[config.mk]
export PLATFORM = sky130hd
export DESIGN_NAME = i2s_tx_serializer
export DESIGN_NICKNAME = d
export VERILOG_FILES = /design/src/rtl/i2s_tx_pkg.sv /design/src/rtl/i2s_tx_fifo.sv /design/src/rtl/i2s_tx_serializer.sv
export SDC_FILE = /design/constraint.sdc
export NUM_CORES = 1
export LEC_CHECK = 0
export BUFFER_PORTS_ARGS = -buffer_cell sky130_fd_sc_hd__buf_2
export CAP_MARGIN = 20
export CORE_UTILIZATION = 65
export CTS_CLUSTER_DIAMETER = 150
export DETAILED_ROUTE_END_ITERATION = 8
export GPL_ROUTABILITY_DRIVEN = 0
export PLACE_DENSITY = 0.95
export RECOVER_POWER = 25
export SETUP_SLACK_MARGIN = 0.2
export SYNTH_ARGS = -nofsm -noshare
export SYNTH_HDL_FRONTEND = slang
export SYNTH_SLANG_ARGS = --single-unit
[constraint.sdc]
create_clock -name clk -period 4.5 [get_ports clk]
set_clock_uncertainty 0.2 [all_clocks]
set_input_delay 0.9 -clock clk [delete_from_list [all_inputs] [get_ports clk]]
set_output_delay 0.9 -clock clk [all_outputs]
set_load 0.005 [all_outputs]
[src/rtl/i2s_tx_pkg.sv]
// Shared types and sizing helpers for the I2S transmit serializer.
package i2s_tx_pkg;

  localparam int unsigned DefDataWidth = 16;
  localparam int unsigned DefSclkDiv   = 2;
  localparam int unsigned DefFifoDepth = 4;

  // Bits in one stereo frame (left word followed by right word).
  function automatic int unsigned frame_bits(input int unsigned data_width);
    return 2 * data_width;
  endfunction

  // Width of a counter that spans 0..n-1, never narrower than one bit.
  function automatic int unsigned cnt_width(input int unsigned n);
    return (n > 1) ? $clog2(n) : 1;
  endfunction

  typedef enum logic [1:0] {
    StIdle,
    StRun,
    StDrain
  } tx_state_e;

endpackage

[src/rtl/i2s_tx_fifo.sv]
// Synchronous FIFO holding packed {left, right} sample pairs.
module i2s_tx_fifo
  import i2s_tx_pkg::*;
#(
  parameter int unsigned WIDTH = 2 * DefDataWidth,
  parameter int unsigned DEPTH = DefFifoDepth
) (
  input  logic             clk,
  input  logic             rst,
  input  logic             push,
  input  logic [WIDTH-1:0] wdata,
  input  logic             pop,
  output logic [WIDTH-1:0] rdata,
  output logic             full,
  output logic             empty
);

  localparam int unsigned PtrW = cnt_width(DEPTH);
  localparam int unsigned CntW = $clog2(DEPTH + 1);
  localparam logic [PtrW-1:0] LastPtr = PtrW'(DEPTH - 1);
  localparam logic [CntW-1:0] FullCnt = CntW'(DEPTH);

  logic [WIDTH-1:0] mem_q [DEPTH];
  logic [PtrW-1:0]  wr_ptr_q;
  logic [PtrW-1:0]  rd_ptr_q;
  logic [CntW-1:0]  count_q;
  logic             push_ok;
  logic             pop_ok;

  assign full   = (count_q == FullCnt);
  assign empty  = (count_q == '0);
  assign pop_ok = pop && !empty;
  // A full FIFO still takes a write when the same cycle frees a slot.
  assign push_ok = push && (!full || pop_ok);
  assign rdata   = mem_q[rd_ptr_q];

  always_ff @(posedge clk or negedge rst) begin
    if (!rst) begin
      wr_ptr_q <= '0;
      rd_ptr_q <= '0;
      count_q  <= '0;
    end else begin
      if (push_ok) begin
        wr_ptr_q <= (wr_ptr_q == LastPtr) ? '0 : wr_ptr_q + PtrW'(1);
      end
      if (pop_ok) begin
        rd_ptr_q <= (rd_ptr_q == LastPtr) ? '0 : rd_ptr_q + PtrW'(1);
      end
      case ({push_ok, pop_ok})
        2'b10:   count_q <= count_q + CntW'(1);
        2'b01:   count_q <= count_q - CntW'(1);
        default: count_q <= count_q;
      endcase
    end
  end

  always_ff @(posedge clk) begin
    if (push_ok) begin
      mem_q[wr_ptr_q] <= wdata;
    end
  end

endmodule

[src/rtl/i2s_tx_serializer.sv]
// I2S master transmitter: buffers stereo pairs and shifts them out Philips-style
// (one-bit delay after WS changes), MSB first, with a divided bit clock.
module i2s_tx_serializer
  import i2s_tx_pkg::*;
#(
  parameter int unsigned DATA_WIDTH = DefDataWidth,
  parameter int unsigned SCLK_DIV   = DefSclkDiv,
  parameter int unsigned FIFO_DEPTH = DefFifoDepth
) (
  input  logic                  clk,
  input  logic                  rst,
  input  logic                  enable,
  input  logic                  sample_valid,
  output logic                  sample_ready,
  input  logic [DATA_WIDTH-1:0] left_data,
  input  logic [DATA_WIDTH-1:0] right_data,
  output logic                  sclk,
  output logic                  ws,
  output logic                  sd,
  output logic                  underrun,
  output logic                  busy
);

  localparam int unsigned FrameBits = frame_bits(DATA_WIDTH);
  localparam int unsigned BitCntW   = cnt_width(FrameBits);
  localparam int unsigned DivW      = cnt_width(SCLK_DIV);

  localparam logic [BitCntW-1:0] LastBit    = BitCntW'(FrameBits - 1);
  localparam logic [BitCntW-1:0] RightStart = BitCntW'(DATA_WIDTH);
  localparam logic [DivW-1:0]    DivLast    = DivW'(SCLK_DIV - 1);

  tx_state_e            state_q;
  logic [DivW-1:0]      div_q;
  logic [BitCntW-1:0]   bit_q;
  logic [FrameBits-1:0] shift_q;
  logic                 first_q;
  logic                 sclk_q;
  logic                 ws_q;
  logic                 sd_q;
  logic                 underrun_q;

  logic                 fifo_pop;
  logic                 fifo_full;
  logic                 fifo_empty;
  logic [FrameBits-1:0] fifo_rdata;

  logic tick;
  logic fall_evt;
  logic start;
  logic boundary;

  i2s_tx_fifo #(
    .WIDTH(FrameBits),
    .DEPTH(FIFO_DEPTH)
  ) u_fifo (
    .clk  (clk),
    .rst  (rst),
    .push (sample_valid),
    .wdata({left_data, right_data}),
    .pop  (fifo_pop),
    .rdata(fifo_rdata),
    .full (fifo_full),
    .empty(fifo_empty)
  );

  always_comb begin
    tick     = (div_q == DivLast);
    fall_evt = (state_q == StRun) && tick && sclk_q;
    start    = (state_q == StIdle) && enable && !fifo_empty;
    // The first n=0 event after IDLE only emits the idle zero; the pair is already loaded.
    boundary = fall_evt && (bit_q == '0) && !first_q;
    fifo_pop = start || (boundary && enable && !fifo_empty);
  end

  always_ff @(posedge clk or negedge rst) begin
    if (!rst) begin
      state_q    <= StIdle;
      div_q      <= '0;
      bit_q      <= '0;
      shift_q    <= '0;
      first_q    <= 1'b0;
      sclk_q     <= 1'b0;
      ws_q       <= 1'b1;
      sd_q       <= 1'b0;
      underrun_q <= 1'b0;
    end else begin
      underrun_q <= 1'b0;
      unique case (state_q)
        StIdle: begin
          sclk_q <= 1'b0;
          ws_q   <= 1'b1;
          sd_q   <= 1'b0;
          div_q  <= '0;
          bit_q  <= '0;
          if (start) begin
            state_q <= StRun;
            shift_q <= fifo_rdata;
            first_q <= 1'b1;
          end
        end

        StRun: begin
          div_q <= tick ? '0 : div_q + DivW'(1);
          if (tick) begin
            sclk_q <= !sclk_q;
          end
          if (fall_evt) begin
            ws_q  <= (bit_q >= RightStart);
            bit_q <= (bit_q == LastBit) ? '0 : bit_q + BitCntW'(1);
            if (bit_q == '0) begin
              first_q <= 1'b0;
              if (first_q) begin
                sd_q <= 1'b0;
              end else begin
                // After 2*DATA_WIDTH-1 shifts the MSB holds the previous right LSB.
                sd_q <= shift_q[FrameBits-1];
                if (!enable) begin
                  state_q <= StDrain;
                end else if (!fifo_empty) begin
                  shift_q <= fifo_rdata;
                end else begin
                  shift_q    <= '0;
                  underrun_q <= 1'b1;
                end
              end
            end else begin
              sd_q    <= shift_q[FrameBits-1];
              shift_q <= shift_q << 1;
            end
          end
        end

        StDrain: begin
          div_q <= tick ? '0 : div_q + DivW'(1);
          if (tick) begin
            if (sclk_q) begin
              state_q <= StIdle;
              sclk_q  <= 1'b0;
              ws_q    <= 1'b1;
              sd_q    <= 1'b0;
            end else begin
              sclk_q <= 1'b1;
            end
          end
        end

        default: state_q <= StIdle;
      endcase
    end
  end

  assign sample_ready = !fifo_full;
  assign sclk         = sclk_q;
  assign ws           = ws_q;
  assign sd           = sd_q;
  assign underrun     = underrun_q;
  assign busy         = (state_q != StIdle);

endmodule

# ---- After elaboration in Yosys (flattened, before gate mapping)
# Memory sizes are Yosys's and may differ from the RTL's.
# Index checks and enable logic that the tools add are counted.
dict set report totals {
  in_bits 36
  rom_bits 0
  latch_bits 0
  mem_count 1
  ramBits 128
  register_bits 52
  wordCells 118
  out_inout_bits 6
}
dict set report classes {
  n_eq_ne 18
  div 0
  order_cmp 1
  n_bitwise 0
  muxes 49
  addsub 6
  shift 0
  n_mul 0
  n_reduce_logical 31
}
# memory words word_bits rd rd_clocked_by_memory_dff write_ports line
set mem_list {}
lappend mem_list {u_fifo.mem_q 4 32 1 0 1 i2s_tx_fifo.sv:23} ;# logic [WIDTH-1:0] mem_q [DEPTH];
# cell count
set op_table {}
lappend op_table {{32-bit two-way mux} 6}
lappend op_table {{32-bit case mux with 2 select lines} 1}
lappend op_table {{1-bit two-way mux} 23}
lappend op_table {{2-bit two-way mux} 9}
lappend op_table {{2-bit inequality test, second input constant} 7}
lappend op_table {{1-bit logical AND} 10}
lappend op_table {{5-bit two-way mux} 2}
lappend op_table {{5-bit case mux with 2 select lines} 1}
lappend op_table {{1-bit case mux with 3 select lines} 3}
lappend op_table {{2-bit == test, second input constant} 4}
lappend op_table {{4-bit AND reduction} 2}
lappend op_table {{2-bit nonzero test} 4}
lappend op_table {{7-bit AND reduction} 1}
lappend op_table {{3-bit inequality test, second input constant} 2}
lappend op_table {{2-bit case mux with 3 select lines} 1}
lappend op_table {{3-bit case mux with 2 select lines} 1}
lappend op_table {{5-bit by 1-bit adder with 5-bit output, second input constant} 1}
lappend op_table {{5-bit == test, second input constant} 1}
lappend op_table {{5-bit greater-or-equal comparator, second input constant} 1}
lappend op_table {{5-bit zero test} 1}
lappend op_table {{5-bit AND reduction} 1}
lappend op_table {{2-bit by 1-bit adder with 2-bit output, second input constant} 2}
lappend op_table {{2-bit by 1-bit == test with 1-bit output, second input constant} 2}
lappend op_table {{1-bit zero test} 4}
lappend op_table {{other kinds (13)} 15}

# ---- Logic depth before layout (Yosys ltp)
dict set report logic_depth {
  word_depth 13
  depth_mapped 10
  depth_no_buf 10
}

# ---- Hierarchy
# A second synthesis with hierarchy kept.
dict set report hier_totals {
  cells_unflattened 408
  area_unflattened_um2 7452.1
}
# mod area_per_inst_um2 instances cells_per_inst
set modules_own_cells {}
lappend modules_own_cells {i2s_tx_fifo 5072.4 1 209}
lappend modules_own_cells {i2s_tx_serializer 2379.8 1 199}

# ---- Worst setup path after synthesis
# No wires, ideal clock.
dict set report synth_path {
  path_type {reg2reg}
  start {reg bit_q[0]}
  end {mem u_fifo.mem_q[3][0] (netlist bit), enable pin}
  path_slack_ns 1.687
  synth_period_minus_slack_ns 2.813
  n_path_buf 0
  required_time_ns 3.908
  path_stages_with_launch 8
  t_arrival_ns 2.221
  cell_sequence {dfrtp_1 -> inv_1 -> ha_1 -> nor4b_4 -> a21oi_2 -> nor2_4 -> o21a_2 -> and2_1}
}
dict set report synth_via {
  elab_chain_cells 11
}
# item line
set synth_lines {}
lappend synth_lines {{start: declaration} i2s_tx_serializer.sv:34} ;# logic [BitCntW-1:0] bit_q;
lappend synth_lines {{start signal: assignment} i2s_tx_serializer.sv:109} ;# bit_q <= (bit_q == LastBit) ? '0 : bit_q + BitCntW'(1);
lappend synth_lines {{5-bit zero test} i2s_tx_serializer.sv:71} ;# boundary = fall_evt && (bit_q == '0) && !first_q;
lappend synth_lines {{1-bit logical AND (2 in series)} i2s_tx_serializer.sv:71}
lappend synth_lines {{1-bit logical AND (2 in series)} i2s_tx_serializer.sv:72} ;# fifo_pop = start || (boundary && enable && !fifo_empty);
lappend synth_lines {{1-bit logical OR} i2s_tx_serializer.sv:72}
lappend synth_lines {{1-bit logical AND} i2s_tx_fifo.sv:32} ;# assign pop_ok = pop && !empty;
lappend synth_lines {{1-bit logical OR} i2s_tx_fifo.sv:34} ;# assign push_ok = push && (!full || pop_ok);
lappend synth_lines {{1-bit logical AND} i2s_tx_fifo.sv:34}
lappend synth_lines {{1-bit two-way mux} i2s_tx_fifo.sv:58} ;# if (push_ok) begin
lappend synth_lines {{1-bit two-way mux (not written as such)} i2s_tx_fifo.sv:59} ;# mem_q[wr_ptr_q] <= wdata;
lappend synth_lines {{end: declaration} i2s_tx_fifo.sv:23}
# Every way passes these cells.

# ---- Final worst setup path
dict set report layout_path {
  start {reg state_q[1]}
  end {mem u_fifo.mem_q[2][29] (netlist bit), enable pin}
}
dict set report layout_via {
  elab_chain_cells 13
  elab_cells_between_ends 16
  cone_classes {eq/ne: 1; mux: 2; reduce/logical: 13}
}
# item line
set layout_lines {}
lappend layout_lines {{start: declaration} i2s_tx_serializer.sv:32} ;# tx_state_e state_q;
lappend layout_lines {{start signal: assignment} i2s_tx_serializer.sv:77} ;# state_q <= StIdle;
lappend layout_lines {{start signal: assignment} i2s_tx_serializer.sv:96} ;# state_q <= StRun;
lappend layout_lines {{start signal: assignment} i2s_tx_serializer.sv:118} ;# state_q <= StDrain;
lappend layout_lines {{2-bit by 1-bit == test with 1-bit output} i2s_tx_serializer.sv:68} ;# fall_evt = (state_q == StRun) && tick && sclk_q;
lappend layout_lines {{1-bit logical AND (2 in series)} i2s_tx_serializer.sv:68}
lappend layout_lines {{1-bit logical AND (2 in series)} i2s_tx_serializer.sv:71}
lappend layout_lines {{1-bit logical AND (2 in series)} i2s_tx_serializer.sv:72}
lappend layout_lines {{1-bit logical OR (*)} i2s_tx_serializer.sv:72}
lappend layout_lines {{1-bit logical AND (*)} i2s_tx_fifo.sv:32}
lappend layout_lines {{1-bit logical OR (*)} i2s_tx_fifo.sv:34}
lappend layout_lines {{1-bit logical AND (*)} i2s_tx_fifo.sv:34}
lappend layout_lines {{1-bit two-way mux (*)} i2s_tx_fifo.sv:58}
lappend layout_lines {{1-bit two-way mux (not written as such) (*)} i2s_tx_fifo.sv:59}
# Mark *: on every way between the ends. The rest lies on a longest branch, timed or not.

==> impl_results.md <==
* Detailed Route WL at 14700 um
* Post-synth EDFFs at between 100 and 150
* Critical Path Start Type: flip-flop
* CP Data Arrival Time at 3.43 ns
* CTS buffer count at 17
* Most common cell after layout, fill and taps aside: edfxtp_1
* Initial core utilization at 67.3%
* Dpl hpwl at 8560 um
* Area after DPL at ~0.0077 mm2
* Worst Path Class, Setup: flip-flop to flip-flop
* Layout overhead on the synthesized area at 12.9%
* # clock sinks at 180
* Fin. max-slew vios at 0
* Pre-Repair DR Iteration Count at 5
* Setup bufs post-CTS at 0
* Yosys reg bits at 180
* Syn Area/Cell at 16.4 um2
* Post-route antenna net violation count at 0
* Fillers at 588
* CTS tree: built
* Status: finished clean
* Power Total at roughly 5700 uW
* Number of H-tree levels at 4
* Vias in the first global route at 4425
* Final hold violations at 0
* Setup WS post-layout at 1.12 ns
* First-pass GRT wire length at ~23000 um
* Worst EP required at between 4 and 5 ns
* Reg clk slew, reported paths at approximately 0.070 ns
* Commonest non-fill, non-tap cells in the layout: edfxtp_1 (128), dfrtp_1 (50), nand2_1 (46)
* Initial antenna violation count at 0
* Leading area contributor after synthesis: edfxtp_1
* Die Y at around 110 um
* Cell Area, Synth at 0.00733 mm2
* Max-cap viol count at 0
* Finished Cell Area at 0.00827 mm2
* GRT Overall Usage at 28.1%
* Syn Nets at 499
* Largest net degree at the start of global routing at between 40 and 50
* Post-route DRC violation count at 0
* IO buf count at just over 40
* Worst Max-Slew Pin Slew at 0.989 ns
* CTS root buf: clkbuf_8
* # rows at 38
* GRT overflow at 0
* Slew headroom at 34.0%
* Post-Syn Instances at 447
* Deepest clock path buffer count at 2
* Top cells by area, synth: edfxtp_1 (52%), dfrtp_1 (17%), mux4_2 (9.8%)
* Setup TNS at 0 ns
* Syn. warnings at 0
* Worst VDD drop at 546 uV
* Initial drt markers at about 360
* Via count at 4158
* ANT cells at 0
* Synth Flop Type: edfxtp_1
* RSZ-0062 raised after global routing: false
* Routed wire per std cell at 22.6 um
* Final Setup Violations at 0
* Setup crit end kind: flip-flop
* PD cells at about 690 mW/mm2
* Share of layout cells above drive strength 1 at 21.4%
* Die area at 0.0117 mm2
* Fin cells at 650
* Sequential cell area fraction in the yosys report at 70.2%
* Chip width at 108 um
* Tmin final at 3.38 ns
* Worst-Skew Late Latency at about 0.55 ns
* Total Nets Final at 549
* Final Cycle Share at 75.0%
* Worst slack, placed at 1.11 ns
* Worst min path class: primary input to asynchronous set/reset pin
* Vias per cell at between 6 and 7
* Top-area cell type share of the netlist area at between 50 and 60%
* Count of different cell masters after synthesis at between 40 and 50
* Max FO, Critical Path at 18
* Max Clock Freq at between 0.2 and 0.3 GHz
* Post-CTS Resized at 0
* Leak at 0.00311 uW
* Core ar. at about 0.011 mm2
* Post-synthesis async set-or-reset flop share at just under 30%
* Hold_buf cts at 0
* DP Cell Count at slightly above 600
* I/O Pins at 42
## logic make-up (layout without fill, tap and decap cells)
family | count (synthesis) | in the layout | share of synthesized area, %
adder cells (fa/ha/maj) | 16 | 16 | 2.83
flip-flops | 180 | 180 | 70.2
AO/OA/AOI/OAI | 94 | 94 | 8.15
XOR/XNOR | 2 | 2 | 0.239
multiplexers | 41 | 41 | 11.2
buffers and inverters | 37 | 100 | 2.29
AND/OR/NAND/NOR | 77 | 77 | 5.09
## per-layer routing
metal	part of all wire, %	wire [um]	global-route usage, %	vias up
li1	-	-	-	1821
met1	39	5720	34.2	2113
met3	5.5	812	6.99	43
met4	3.2	469	13.8	0
met5	0	0	0	-
met2	52	7680	47.3	181
## where the power goes
part,internal [uW],switching [uW],total (uW)
clock network,762,641,1400
registers,2260,254,2510
logic,789,1010,1800
## sequential cells by signal, indices dropped and copies added, names as in the netlist, 2 cells and up
register         cells
u_fifo.wr_ptr_q      2
shift_q             32
u_fifo.count_q       3
state_q              2
u_fifo.mem_q       128
bit_q                5
u_fifo.rd_ptr_q      2
## worst paths after layout
path | start | end | slack, ns | depth (start not counted)
min in group clk | shift_q[3]$_DFFE_PN0P_ | shift_q[3]$_DFFE_PN0P_ | 0.30 | 2
hold / removal | rst | first_q$_DFFE_PN0P_ | 0.29 | 1
setup / recovery | state_q[1]$_DFFE_PN0P_ | u_fifo.mem_q[2][29]$_DFFE_PP_ | 1.12 | 8
setup reg to reg | state_q[1]$_DFFE_PN0P_ | u_fifo.mem_q[2][29]$_DFFE_PP_ | 1.12 | 8
hold reg to reg | shift_q[3]$_DFFE_PN0P_ | shift_q[3]$_DFFE_PN0P_ | 0.30 | 2
max in group asynchronous | rst | u_fifo.rd_ptr_q[0]$_DFFE_PN0N_ | 2.76 | 2
## area by class of cell
class	count	area, um2	area share [%]
multi-input cells	230	2020	24.4
clock inverters	12	121	1.47
repair buffers	52	318	3.84
flip-flops and latches	180	5150	62.2
clock buffers	20	435	5.26
well taps	140	175	2.12
inverters	16	60.1	0.726
## critical path: stages (launching register included)
cell	delay, ns
dfrtp_1	0.43
inv_1	0.14
ha_1	0.46
and4b_1	0.28
a21oi_2	0.09
nor2_4	0.22
o21a_2	0.22
and2_1	0.79
buf_12	0.25
## through the flow
stage               utilization [%]  hold WS (ns)
global route                   76.0         0.328
global placement               70.7         0.268
floorplan                         -         0.250
detailed placement             70.9         0.279
CTS                            76.0        0.0816
finish                         76.0         0.292
## cell usage after synthesis (5+ instances only)
cell      count
buf_4         5
edfxtp_1    128
inv_1        15
a22oi_1      31
ha_1         15
nor2_1       10
dfrtp_1      51
clkbuf_1      7
mux4_2       32
o21ai_1      31
o21ai_0      14
a21oi_1       7
buf_2         8
nand2_1      46
Note: power is estimated with default switching activity, not from simulation.
